<file path="src/rtl/u8_ccc_lock_rstgen.sv">
// Reset generator for fabric logic clocked by the CCC global clock: holds RST_N low until the
// PLL LOCK has been stable long enough, and tracks lock losses seen while running.
module u8_ccc_lock_rstgen #(
    parameter int unsigned LOCK_STABLE_CYCLES = 4096,
    parameter int unsigned RST_MIN_CYCLES     = 16
) (
    input  logic       CLK,
    input  logic       ARST_N,
    input  logic       LOCK,
    input  logic       CLR_STKY,
    output logic       RST_N,
    output logic       READY,
    output logic       LOCK_LOST_STKY,
    output logic [7:0] LOCK_LOST_CNT
);

    typedef enum logic [1:0] {
        StWaitLock,
        StStable,
        StRun,
        StLost
    } state_e;

    // One shared counter: stability count in StStable, hold count in StLost.
    localparam logic [15:0] STABLE_LAST = 16'(LOCK_STABLE_CYCLES - 1);
    localparam logic [15:0] HOLD_LAST   = 16'(RST_MIN_CYCLES - 1);

    logic [1:0]  sync_q;
    logic        lock_s;
    state_e      state_q, state_d;
    logic [15:0] cnt_q, cnt_d;
    logic        lost_evt;
    logic        rst_n_q;
    logic        ready_q;
    logic        stky_q, stky_d;
    logic [7:0]  lost_cnt_q, lost_cnt_d;

    // LOCK is asynchronous to CLK; nothing else may look at it.
    always_ff @(posedge CLK or negedge ARST_N) begin
        if (!ARST_N) begin
            sync_q <= 2'b00;
        end else begin
            sync_q <= {sync_q[0], LOCK};
        end
    end

    assign lock_s = sync_q[1];

    always_comb begin
        state_d  = state_q;
        cnt_d    = cnt_q;
        lost_evt = 1'b0;
        case (state_q)
            StWaitLock: begin
                if (lock_s) begin
                    state_d = StStable;
                    cnt_d   = '0;
                end
            end
            StStable: begin
                if (!lock_s) begin
                    state_d = StWaitLock;
                    cnt_d   = '0;
                end else if (cnt_q == STABLE_LAST) begin
                    state_d = StRun;
                    cnt_d   = '0;
                end else begin
                    cnt_d = cnt_q + 16'd1;
                end
            end
            StRun: begin
                if (!lock_s) begin
                    state_d  = StLost;
                    cnt_d    = '0;
                    lost_evt = 1'b1;
                end
            end
            StLost: begin
                if (cnt_q == HOLD_LAST) begin
                    state_d = StWaitLock;
                    cnt_d   = '0;
                end else begin
                    cnt_d = cnt_q + 16'd1;
                end
            end
            default: begin
                state_d = StWaitLock;
                cnt_d   = '0;
            end
        endcase
    end

    // A lock loss on the same edge as a clear request keeps the flag set.
    always_comb begin
        stky_d     = stky_q;
        lost_cnt_d = lost_cnt_q;
        if (lost_evt) begin
            stky_d = 1'b1;
            if (lost_cnt_q != 8'hFF) begin
                lost_cnt_d = lost_cnt_q + 8'd1;
            end
        end else if (CLR_STKY) begin
            stky_d = 1'b0;
        end
    end

    always_ff @(posedge CLK or negedge ARST_N) begin
        if (!ARST_N) begin
            state_q    <= StWaitLock;
            cnt_q      <= '0;
            rst_n_q    <= 1'b0;
            ready_q    <= 1'b0;
            stky_q     <= 1'b0;
            lost_cnt_q <= '0;
        end else begin
            state_q    <= state_d;
            cnt_q      <= cnt_d;
            rst_n_q    <= (state_d == StRun);
            ready_q    <= (state_d == StRun);
            stky_q     <= stky_d;
            lost_cnt_q <= lost_cnt_d;
        end
    end

    assign RST_N          = rst_n_q;
    assign READY          = ready_q;
    assign LOCK_LOST_STKY = stky_q;
    assign LOCK_LOST_CNT  = lost_cnt_q;

endmodule

</file>
<file path="config.mk">
export PLATFORM = sky130hd
export DESIGN_NAME = u8_ccc_lock_rstgen
export DESIGN_NICKNAME = d
export VERILOG_FILES = /design/src/rtl/u8_ccc_lock_rstgen.sv
export SDC_FILE = /design/constraint.sdc
export NUM_CORES = 1
export LEC_CHECK = 0
export BUFFER_PORTS_ARGS = -buffer_cell sky130_fd_sc_hd__buf_2
export CAP_MARGIN = 0
export CORE_MARGIN = 2
export CORE_UTILIZATION = 30
export DETAILED_ROUTE_END_ITERATION = 8
export GPL_TIMING_DRIVEN = 1
export SKIP_LAST_GASP = 1
export SLEW_MARGIN = 20
export SYNTH_ARGS = -nofsm -noshare
export SYNTH_HDL_FRONTEND = slang
export SYNTH_SLANG_ARGS = --single-unit
</file>
<file path="constraint.sdc">
create_clock -name CLK -period 4.3 [get_ports CLK]
set_clock_uncertainty 0.15 [all_clocks]
set_input_delay 0 -clock CLK [delete_from_list [all_inputs] [get_ports CLK]]
set_output_delay 0 -clock CLK [all_outputs]
set_load 0.02 [all_outputs]
</file>
==> results.sh <==
export IMPL_gp_congestion=0.776
export IMPL_core_um2=4790
export IMPL_cts_resized=0
export IMPL_yosys_area_share_simple_pct=20.5
export IMPL_power_static_leakage_nw=0.791
export IMPL_numPortBuffers=14
export IMPL_ios=15
export IMPL_hpwl_mm=2.00
export IMPL_grt_util_all_layers_pct=12.1
export IMPL_rsz0062_at_grt="false"
export IMPL_status="completed"
export IMPL_root_buffer="clkbuf_8"
export IMPL_final_antenna_net_count=0
export IMPL_relSlewSlack_pct=43.7
export IMPL_tritoncts="done"
export IMPL_drt_pass1_iterations=4
export IMPL_grt_pass1_vias=1060
export IMPL_die_h_um=75.1
export IMPL_fin_crit_sh_pct=58.3
export IMPL_area_growth_pct=15.2
export IMPL_finalSetupTns_ns=0
export IMPL_antenna_cells=0
export IMPL_irDropWorstVdd_mv=0.221
export IMPL_cp_arrival_ns=2.53
export IMPL_cts_made_buffers=5
export IMPL_clk_path_buf_depth=2
export IMPL_nNetsFinal=175
export IMPL_start_util_pct=31.7
export IMPL_dp_cells=226
export IMPL_synth_distinct_cells=38
export IMPL_synth_top_family_by_area="simple AND/OR/NAND/NOR gates"
export IMPL_clock_sinks=30
export IMPL_ys_seq_area_share_pct=49.5
export IMPL_finalMaxSlewViolations=0
export IMPL_syn_inst=152
export IMPL_wl_per_cell_um=12.5
export IMPL_avgSynthCellArea_um2=9.97
export IMPL_crit_fanout=26
export IMPL_dieArea_um2=5640
export IMPL_fmax_ghz=0.399
export IMPL_drt_iter0_markers=81
export IMPL_htreeDepth=2
export IMPL_routed_wl_mm=2.96
export IMPL_critPathCaptureType="register"
export IMPL_overflow=0
export IMPL_ys_warn_count=0
export IMPL_grt_max_degree=31
export IMPL_synthAdderAreaFrac_pct=1.65
export IMPL_antenna_found_initial=0
export IMPL_grt_first_pass_wirelength_mm=5.07
export IMPL_powerDensity_nw_per_um2=367
export IMPL_maxCapViolations=0
export IMPL_synth_nets=158
export IMPL_drive_above_1_share_pct=14.8
export IMPL_rows=25
export IMPL_worst_pin_slew_ns=0.838
export IMPL_holdCritPathClass="in2async"
export IMPL_syn_area_um2=1520
export IMPL_crit_type="reg2reg"
export IMPL_clk_pin_slew_ns=0.07
export IMPL_vias=1205
export IMPL_drc=0
export IMPL_die_x_um=75.1
export IMPL_utilization_pct=36.5
export IMPL_yosys_area_share_xor_xnor_pct=5.20
export IMPL_instances_no_fill=236
export IMPL_cp_required_ns=4.32
export IMPL_clkLatencyLatePin_ns=0.28
export IMPL_setup_violations=0
export IMPL_synth_mux_area_fraction_pct=0.743
export IMPL_worst_setup_path_start_kind="register"
export IMPL_hold_violations=0
export IMPL_min_period_ns=2.51
export IMPL_synth_seq_cells=30
export IMPL_synth_compound_area_share_pct=19.2
export IMPL_post_cts_buffers=0
export IMPL_via_per_inst=5.11
[stage by stage]
step | hold slack (ns) | power, W | setup WS (ns) | area [um2]
2_1_floorplan | -0.446 | 0.000410 | 2.07 | 1520
3_3_place_gp | -0.0743 | 0.000435 | 1.83 | 1640
3_5_place_dp | -0.0714 | 0.000435 | 1.80 | 1640
4_1_cts | 0.163 | 0.000648 | 1.79 | 1750
5_1_grt | 0.194 | 0.000685 | 1.62 | 1750
6_report | 0.135 | 0.000641 | 1.79 | 1750
[placed cells by master (no fill, tap or decap), types with 6 or more instances in the layout]
cell	n
nand2_1	11
nor2_1	9
nand4_1	6
xnor2_1	6
a22o_1	6
nand3_1	11
a31oi_1	7
buf_2	14
o21ai_0	8
a21oi_1	7
dfrtp_1	30
[cell usage after synthesis (all sizes together)]
cell type  number  area, um2
a41oi           2       17.5
xnor2           6       52.6
nor4            1       12.5
a21oi           7       35.0
and3            5       31.3
or4             3       26.3
buf             4       21.3
a21boi          1       7.51
clkbuf          3       11.3
mux2            1       11.3
o21ai           9       45.0
o21a            2       15.0
a31oi           7       43.8
nor3b           1       7.51
nand3b          1       7.51
o21bai          1       18.8
inv             4       15.0
dfrtp          30        751
a22o            6       52.6
nor2b           3       18.8
nor2            9       33.8
nand2          11       41.3
o41a            1       11.3
nand3          11       55.1
o22ai           1       6.26
or3             1       6.26
xor2            3       26.3
nor3            4       20.0
and2            2       12.5
ha              2       25.0
o311ai          1       8.76
nand4           6       37.5
o32a            1       10.0
a221o           2       20.0
[area by class of cell]
| class | count | area, um2 |
|---|---|---|
| Clock buffer | 5 | 68.8 |
| Sequential cell | 30 | 751 |
| Fill cell | 492 | 3040 |
| Multi-Input combinational cell | 111 | 717 |
| Tap cell | 67 | 83.8 |
| Timing Repair Buffer | 17 | 100 |
| Clock inverter | 2 | 10.0 |
| Inverter | 4 | 15.0 |
[sequential cells by signal, summed over array words and instances, names as in the netlist]
register / count
LOCK_LOST_CNT: 8
LOCK_LOST_STKY: 1
READY: 1
cnt_q: 16
state_q: 2
sync_q: 2
[critical path, cell delays in order (launching register included)]
cell and delay [ns]:
dfrtp_1 0.43, or4_4 0.56, nor4_2 0.47, o21bai_4 0.28, and3_1 0.25, a221o_1 0.25
[kinds of logic after synthesis]
group / Yosys count
mux: 1
flops: 30
simple gates: 58
buf+inv: 11
xor+xnor: 9
fa+ha+maj: 2
compound gates: 41
[layer usage]
| metal | vias up | global-route usage (%) | wire length [um] |
|---|---|---|---|
| met1 | 584 | 17.3 | 1520 |
| met3 | 7 | 4.82 | 119 |
| li1 | 597 | - | - |
| met2 | 17 | 16.3 | 1260 |
| met4 | 0 | 4.76 | 53 |
| met5 | - | 0 | 0 |
[final timing paths]
| path | from | end | slack [ns] | cells past startpoint |
|---|---|---|---|---|
| worst min register to register | sync_q[0]$_DFF_PN0_ | sync_q[1]$_DFF_PN0_ | 0.21 | 0 |
| max in group asynchronous | ARST_N | cnt_q[13]$_DFFE_PN0P_ | 3.43 | 2 |
| worst max-delay path | cnt_q[12]$_DFFE_PN0P_ | cnt_q[9]$_DFFE_PN0P_ | 1.79 | 5 |
| worst max register to register | cnt_q[12]$_DFFE_PN0P_ | cnt_q[9]$_DFFE_PN0P_ | 1.79 | 5 |
| worst min-delay path | ARST_N | LOCK_LOST_CNT[0]$_DFFE_PN0P_ | 0.14 | 2 |
| min in group CLK | LOCK | sync_q[0]$_DFF_PN0_ | 0.21 | 2 |
[where the power goes]
group / leakage, nW / internal [W] / switching (W) / total [W]
combinational: 0.337 / 0.0000363 / 0.0000644 / 0.000101
sequential: 0.410 / 0.000299 / 0.0000308 / 0.000330
clock: 0.0438 / 0.000108 / 0.000102 / 0.000210
[timing repair]
action                                 in CTS  in global routing
hold buffers                                3                  0
setup endpoints to repair                   0                  0
endpoints found under the hold margin      32                  0
Power figures use the tool's default switching activity.
